$ cat src/rtl/cp0_vec.sv
// cp0_vec: coprocessor-0 style exception vectoring block.
//   Latches rising edges on expsrc into per-source pending bits. When the
//   global enable is set, it takes the lowest unmasked pending source. It
//   saves the PC into EPC and redirects pc_out to the handler vector for one
//   cycle. eret returns to IDLE and restores IE from PIE.
// Ports:
//   clk, rst_n           clock, asynchronous active-low reset
//   inst                 instruction (inst[12:11] register select, inst[5:0] eret opcode)
//   pc_in, d_in          current PC, register write data
//   expsrc               exception request lines (one per source)
//   enable               register write strobe
//   exregwrite           write accepted this cycle
//   iseret               inst decodes as eret
//   hasexp               one-cycle pulse after an exception is taken
//   expblock             some pending source is masked
//   pc_out               redirect target (vector while hasexp, else EPC)
//   d_out                register read data
module cp0_vec #(
  parameter int unsigned NUM_SRC    = 8,
  parameter logic [31:0] VEC_BASE   = 32'h0000_0180,
  parameter int unsigned VEC_STRIDE = 8
) (
  input  logic               clk,
  input  logic               rst_n,
  input  logic [31:0]        inst,
  input  logic [31:0]        pc_in,
  input  logic [31:0]        d_in,
  input  logic [NUM_SRC-1:0] expsrc,
  input  logic               enable,
  output logic               exregwrite,
  output logic               iseret,
  output logic               hasexp,
  output logic               expblock,
  output logic [31:0]        pc_out,
  output logic [31:0]        d_out
);

  typedef enum logic {IDLE, SERVICE} state_t;

  state_t             state_q;
  logic [31:0]        epc_q;
  logic               ie_q;
  logic               pie_q;
  logic [NUM_SRC-1:0] block_q;
  logic [NUM_SRC-1:0] pend_q;
  logic [NUM_SRC-1:0] pend_d;
  logic [NUM_SRC-1:0] exp_q;
  logic [3:0]         cause_q;
  logic               hasexp_q;

  logic [1:0]         sel;
  logic [NUM_SRC-1:0] rise;
  logic [NUM_SRC-1:0] cand;
  logic [NUM_SRC-1:0] take_mask;
  logic [3:0]         idx;
  logic               take;
  logic [31:0]        cause_rd;
  logic               unused_inst;

  assign sel         = inst[12:11];
  assign unused_inst = ^{inst[31:13], inst[10:6]};

  assign rise  = expsrc & ~exp_q;
  assign cand  = pend_q & ~block_q;
  assign take  = (state_q == IDLE) && ie_q && (|cand);

  assign iseret     = (inst[5:0] == 6'b010000);
  assign exregwrite = enable && !take && (sel != 2'd3);
  assign hasexp     = hasexp_q;
  assign expblock   = |(pend_q & block_q);

  // Lowest set index wins: scan downward so the last hit is the smallest.
  always_comb begin
    idx = '0;
    for (int unsigned i = NUM_SRC; i > 0; i--) begin
      if (cand[i-1]) idx = 4'(i - 1);
    end
  end

  // Clear the taken bit first, then OR in new edges, so an edge arriving
  // together with its own take keeps the source pending.
  always_comb begin
    take_mask = take ? (NUM_SRC'(1) << idx) : '0;
    pend_d    = (pend_q & ~take_mask) | rise;
  end

  always_comb begin
    cause_rd                 = '0;
    cause_rd[3:0]            = cause_q;
    cause_rd[16 +: NUM_SRC]  = pend_q;
  end

  always_comb begin
    d_out = '0;
    case (sel)
      2'd0:    d_out = epc_q;
      2'd1:    d_out = {30'd0, pie_q, ie_q};
      2'd2:    d_out = 32'(block_q);
      default: d_out = cause_rd;
    endcase
  end

  assign pc_out = hasexp_q ? (VEC_BASE + 32'(cause_q) * 32'(VEC_STRIDE)) : epc_q;

  always_ff @(posedge clk or negedge rst_n) begin
    if (!rst_n) begin
      state_q  <= IDLE;
      epc_q    <= '0;
      ie_q     <= 1'b0;
      pie_q    <= 1'b0;
      block_q  <= '0;
      pend_q   <= '0;
      exp_q    <= '0;
      cause_q  <= '0;
      hasexp_q <= 1'b0;
    end else begin
      exp_q    <= expsrc;
      pend_q   <= pend_d;
      hasexp_q <= take;
      if (take) begin
        epc_q   <= pc_in;
        cause_q <= idx;
        pie_q   <= ie_q;
        ie_q    <= 1'b0;
        state_q <= SERVICE;
      end else begin
        if (exregwrite) begin
          case (sel)
            2'd0: epc_q <= d_in;
            2'd1: begin
              ie_q  <= d_in[0];
              pie_q <= d_in[1];
            end
            2'd2:    block_q <= d_in[NUM_SRC-1:0];
            default: ;
          endcase
        end
        // Placed after the register write so eret's IE restore overrides a
        // simultaneous Status write, while PIE still takes the written value.
        if (state_q == SERVICE && iseret) begin
          ie_q    <= pie_q;
          state_q <= IDLE;
        end
      end
    end
  end

endmodule

$ cat config.mk
export PLATFORM = sky130hd
export DESIGN_NAME = cp0_vec
export DESIGN_NICKNAME = d
export VERILOG_FILES = /design/src/rtl/cp0_vec.sv
export SDC_FILE = /design/constraint.sdc
export NUM_CORES = 1
export LEC_CHECK = 0
export ABC_AREA = 1
export CAP_MARGIN = 0
export CORE_MARGIN = 5
export CORE_UTILIZATION = 40
export CTS_CLUSTER_DIAMETER = 60
export CTS_CLUSTER_SIZE = 14
export DETAILED_ROUTE_END_ITERATION = 6
export GPL_ROUTABILITY_DRIVEN = 0
export PLACE_DENSITY = 0.84
export SYNTH_ARGS = -nofsm -noshare
export SYNTH_HDL_FRONTEND = slang
export SYNTH_SLANG_ARGS = --single-unit
$ cat constraint.sdc
create_clock -name clk -period 3.6 [get_ports clk]
set_input_delay 0.72 -clock clk [delete_from_list [all_inputs] [get_ports clk]]
set_output_delay 0.72 -clock clk [all_outputs]
set_load 0.01 [all_outputs]
# ---- Word-level counts from Yosys, hierarchy flattened
# Index checks and enable logic that the tools add are counted.
dict set report totals {
  latch_bits 0
  ram_bits 0
  regBits 64
  rom_bits 0
  memories 0
}
dict set report op_classes {
  n_mux 23
  bitwise_logic 10
  shifts 1
  n_mul 0
  reduce_logical 19
  div 0
  eq_ne 4
  n_addsub 1
  magnitude_cmp 0
}
# cell count
set ops {}
lappend ops {{$mux 32} 4}
lappend ops {{$pmux 32 s3} 1}
lappend ops {{$and 8x8->8} 4}
lappend ops {{$not 8->8} 3}
lappend ops {{$mux 4} 5}
lappend ops {{$reduce_or 8->1} 2}
lappend ops {{$add 9x7->10 const A} 1}
lappend ops {{$mux 1} 9}
lappend ops {{$mux 3} 3}
lappend ops {{$mux 8} 1}
lappend ops {{$or 8x8->8} 1}
lappend ops {{$reduce_bool 2->1} 4}
lappend ops {{$shl 1x4->8 const A} 1}
lappend ops {{$eq 6x5->1 const B} 1}
lappend ops {{$reduce_and 2->1} 3}
lappend ops {{$reduce_bool 3->1} 2}
lappend ops {{$logic_and 1x1->1} 5}
lappend ops {{$reduce_and 3->1} 1}
lappend ops {{$eq 2x1->1 const B} 1}
lappend ops {{$eq 2x2->1 const B} 1}
lappend ops {{$logic_not 2->1} 1}
lappend ops {{$ne 2x2->1 const B} 1}
lappend ops {{$not 1->1} 2}
lappend ops {{$logic_not 1->1} 1}

# ---- Longest topological paths before layout
dict set report logic_depth {
  ltp_word 15
  ltp_mapped 12
  ltp_nobuf 12
}

# ---- Worst setup path before layout
# No wires, ideal clock.
dict set report synth_timing {
  path_kind {input-to-output}
  start {in inst[11]}
  end {out d_out[16]}
  stages 4
  slack_ps 1490
  arrival_ps 1390
  path_buffers 1
  path_cell_list {nor2_1 > inv_2 > clkbuf_1 > o21ai_0}
}
dict set report synth_between {
  elab_chain_cells 2
}
# element line
set synth_lines {}
lappend synth_lines {{start, declared} 25} ;# input logic [31:0] inst,
lappend synth_lines {{$eq 2x2->1 (tied with other cells)} 95} ;# case (sel)
lappend synth_lines {{$pmux 32 s3 (*)} 95}
lappend synth_lines {{end, declared} 35} ;# output logic [31:0] d_out
# Mark *: on every way between the ends. The rest lies on a longest branch, timed or not.

# ---- Worst setup path after layout
dict set report layout_timing {
  start {in inst[12]}
  end {out d_out[2]}
}
# Same word-level chain as after synthesis.

==> impl_metrics.env <==
export IMPL_outcome="complete, no violations"
export IMPL_slew_violations=0
export IMPL_wire_per_inst_um=15.4
export IMPL_netlist_area_um2=3510
export IMPL_cts_htree_levels=3
export IMPL_hold_buffers=0
export IMPL_diodes=0
export IMPL_cts_tree="yes"
export IMPL_start_util_pct=40.7
export IMPL_syn_avg_cell_area_um2=7.76
export IMPL_finalInstanceArea_um2=5260
export IMPL_dpl_hpwl_um=8410
export IMPL_overflow=0
export IMPL_power_density_nw_per_um2=640
export IMPL_drive_above_1_share_pct=9.72
export IMPL_fin_util_pct=60.9
export IMPL_routed_wirelength_um=11000
export IMPL_finalHoldViolCount=0
export IMPL_post_route_period_util_pct=93.3
export IMPL_maxCapViolations=0
export IMPL_core_um2=8640
export IMPL_ctsLongestPathBuffers=2
export IMPL_start_kind="primary input"
export IMPL_clk_pin_slew_worst_paths_ps=80
export IMPL_grt_antenna_before_repair=0
export IMPL_cts_root_buf="clkbuf_8"
export IMPL_fin_nets=709
export IMPL_drtPass1Iterations=4
export IMPL_boundaryPins=175
export IMPL_synth_cells=453
export IMPL_required_ps=2880
export IMPL_die_w_um=104
export IMPL_fin_skew_ps=10.9
export IMPL_setup_tns_ps=0
export IMPL_grt_pass1_vias=3641
export IMPL_grt_max_degree=43
export IMPL_most_common_layout_cells="clkdlybuf4s50_1, nand2_1, inv_1"
export IMPL_total_power_mw=3.36
export IMPL_ant_nets=0
export IMPL_hold_class="primary input to asynchronous set/reset pin"
export IMPL_synth_compound_area_share_pct=14.8
export IMPL_tightestPinTransition_ps=1030
export IMPL_num_rows=34
export IMPL_nFillCells=767
export IMPL_end_kind="output pin"
export IMPL_place_area_um2=5090
export IMPL_post_cts_setup_buffers=0
export IMPL_synthesis_nets=560
export IMPL_vias=3526
export IMPL_grt_pass1_wl_um=17700
export IMPL_track_usage_pct=20.2
export IMPL_synth_simple_area_share_pct=24.2
export IMPL_die_y_um=104
export IMPL_cts_inserted_buffers=9
export IMPL_synth_fa_ha_area_share_pct=0
export IMPL_synth_distinct_cells=30
export IMPL_via_per_inst=4.93
export IMPL_port_buffers=150
export IMPL_layout_commonest_cell="clkdlybuf4s50_1"
export IMPL_peakVddDrop_mv=0.296
export IMPL_synthMuxAreaShare_pct=3.99
export IMPL_setup_viol=0
export IMPL_slew_headroom_pct=31.2
export IMPL_p_leak_nw=2.57
export IMPL_worstSkewPairLatency_ps=340
export IMPL_fp_dieArea_um2=10800
export IMPL_worstPathMaxFanout=34
export IMPL_synth_xor_xnor_area_share_pct=0
export IMPL_setup_worst_path_class="primary input to output pin"
export IMPL_drc_errors=0
export IMPL_rsz0062_at_grt="no"
export IMPL_seq_area_frac_synth_pct=44.9
export IMPL_cts_sinks=63
export IMPL_syn_to_final_growth_pct=49.6
export IMPL_yosys_warnings=0
export IMPL_synth_seq_cells=63
export IMPL_fin_crit_ps=3360
export IMPL_drt_iter0_markers=162
export IMPL_cts_resized=0
export IMPL_fmax_mhz=298
export IMPL_worstPathArrival_ps=2640
export IMPL_synth_top_family_by_area="simple AND/OR/NAND/NOR gates"
synthesized netlist by cell type:
cell type,count,area share [%]
nand2_2,1,0.18
nand2_4,3,0.96
buf_6,3,0.96
o211ai_1,8,1.7
dfrtp_1,63,45
buf_4,1,0.21
o21ai_0,23,3.3
nand4_1,6,1.1
o211ai_2,10,3.6
o221ai_1,1,0.25
o21ai_2,2,0.50
mux2i_1,14,4.0
inv_2,8,0.85
clkbuf_1,6,0.64
nor2_2,1,0.18
nor2_1,59,6.3
nand3_1,23,3.3
clkbuf_2,1,0.14
o22ai_1,11,2.0
nor3_1,2,0.28
buf_1,2,0.21
nand4_4,1,0.61
a21oi_2,7,1.7
o21ai_1,5,0.71
nor2_4,2,0.64
a21oi_1,4,0.57
o2111ai_1,2,0.50
buf_2,6,0.85
nand2_1,100,11
inv_1,78,8.3
layer usage:
metal,up-vias,track usage [%],share of wire (%)
met3,17,6.47,6.5
met1,1656,23.7,41
met4,0,6.57,2.0
met5,-,0,0
met2,123,34.8,51
li1,1730,-,-
metrics by stage:
| stage | std cells | setup slack (ps) | hold WS, ps |
|---|---|---|---|
| 5_1_grt | 715 | 141 | 305 |
| 3_5_place_dp | 699 | 216 | 463 |
| 3_3_place_gp | 699 | 248 | 463 |
| 4_1_cts | 715 | 216 | 295 |
| 6_report | 715 | 240 | 297 |
| 2_1_floorplan | 453 | 1490 | 424 |
sequential cells by signal, indices dropped and copies added (netlist names):
signal	cells
cause_q	3
epc_q	32
ie_q	1
pend_q	8
pie_q	1
exp_q	8
state_q	1
hasexp	1
block_q	8
area by class of cell:
class / count / area, um^2 / share of cell area, %
clock inverter: 7 / 40.0 / 0.762
tap: 108 / 135 / 2.57
timing repair buffer: 157 / 1550 / 29.5
inverter: 86 / 323 / 6.14
sequential: 63 / 1580 / 30.0
clock buffer: 9 / 124 / 2.36
multi-input combinational: 285 / 1510 / 28.7
cell families after synthesis:
logic type,count (synthesis)
and+or+nand+nor,198
buffers and inverters,105
muxes,14
DFF,63
AOI/OAI and AO/OA,73
report_power, final:
part / internal (mW) / leakage, nW / total (mW) / switching, mW
clock network: 0.243 / 0.0846 / 0.530 / 0.287
registers: 0.958 / 0.732 / 1.06 / 0.106
logic: 0.855 / 1.75 / 1.77 / 0.916
total: 2.06 / 2.57 / 3.36 / 1.31
worst max-delay path, cell delays in order:
cell	delay (ps)
clkdlybuf4s50_1	580
nor2_1	90
inv_2	490
o221ai_1	230
clkdlybuf4s50_1	530
path summary, 6_finish.rpt:
check,start,end,slack (ps),cells past startpoint
worst min-delay path,rst_n,ie_q$_DFFE_PN0P_,300,1
max in group asynchronous,rst_n,epc_q[29]$_DFFE_PN0P_,2600,2
worst max register to register,block_q[1]$_DFFE_PN0P_,epc_q[6]$_DFFE_PN0P_,1340,9
min in group clk,exp_q[1]$_DFF_PN0_,pend_q[1]$_DFF_PN0_,480,3
worst max-delay path,inst[12],d_out[2],240,5
worst min register to register,exp_q[1]$_DFF_PN0_,pend_q[1]$_DFF_PN0_,480,3
Power figures use the tool's default switching activity.
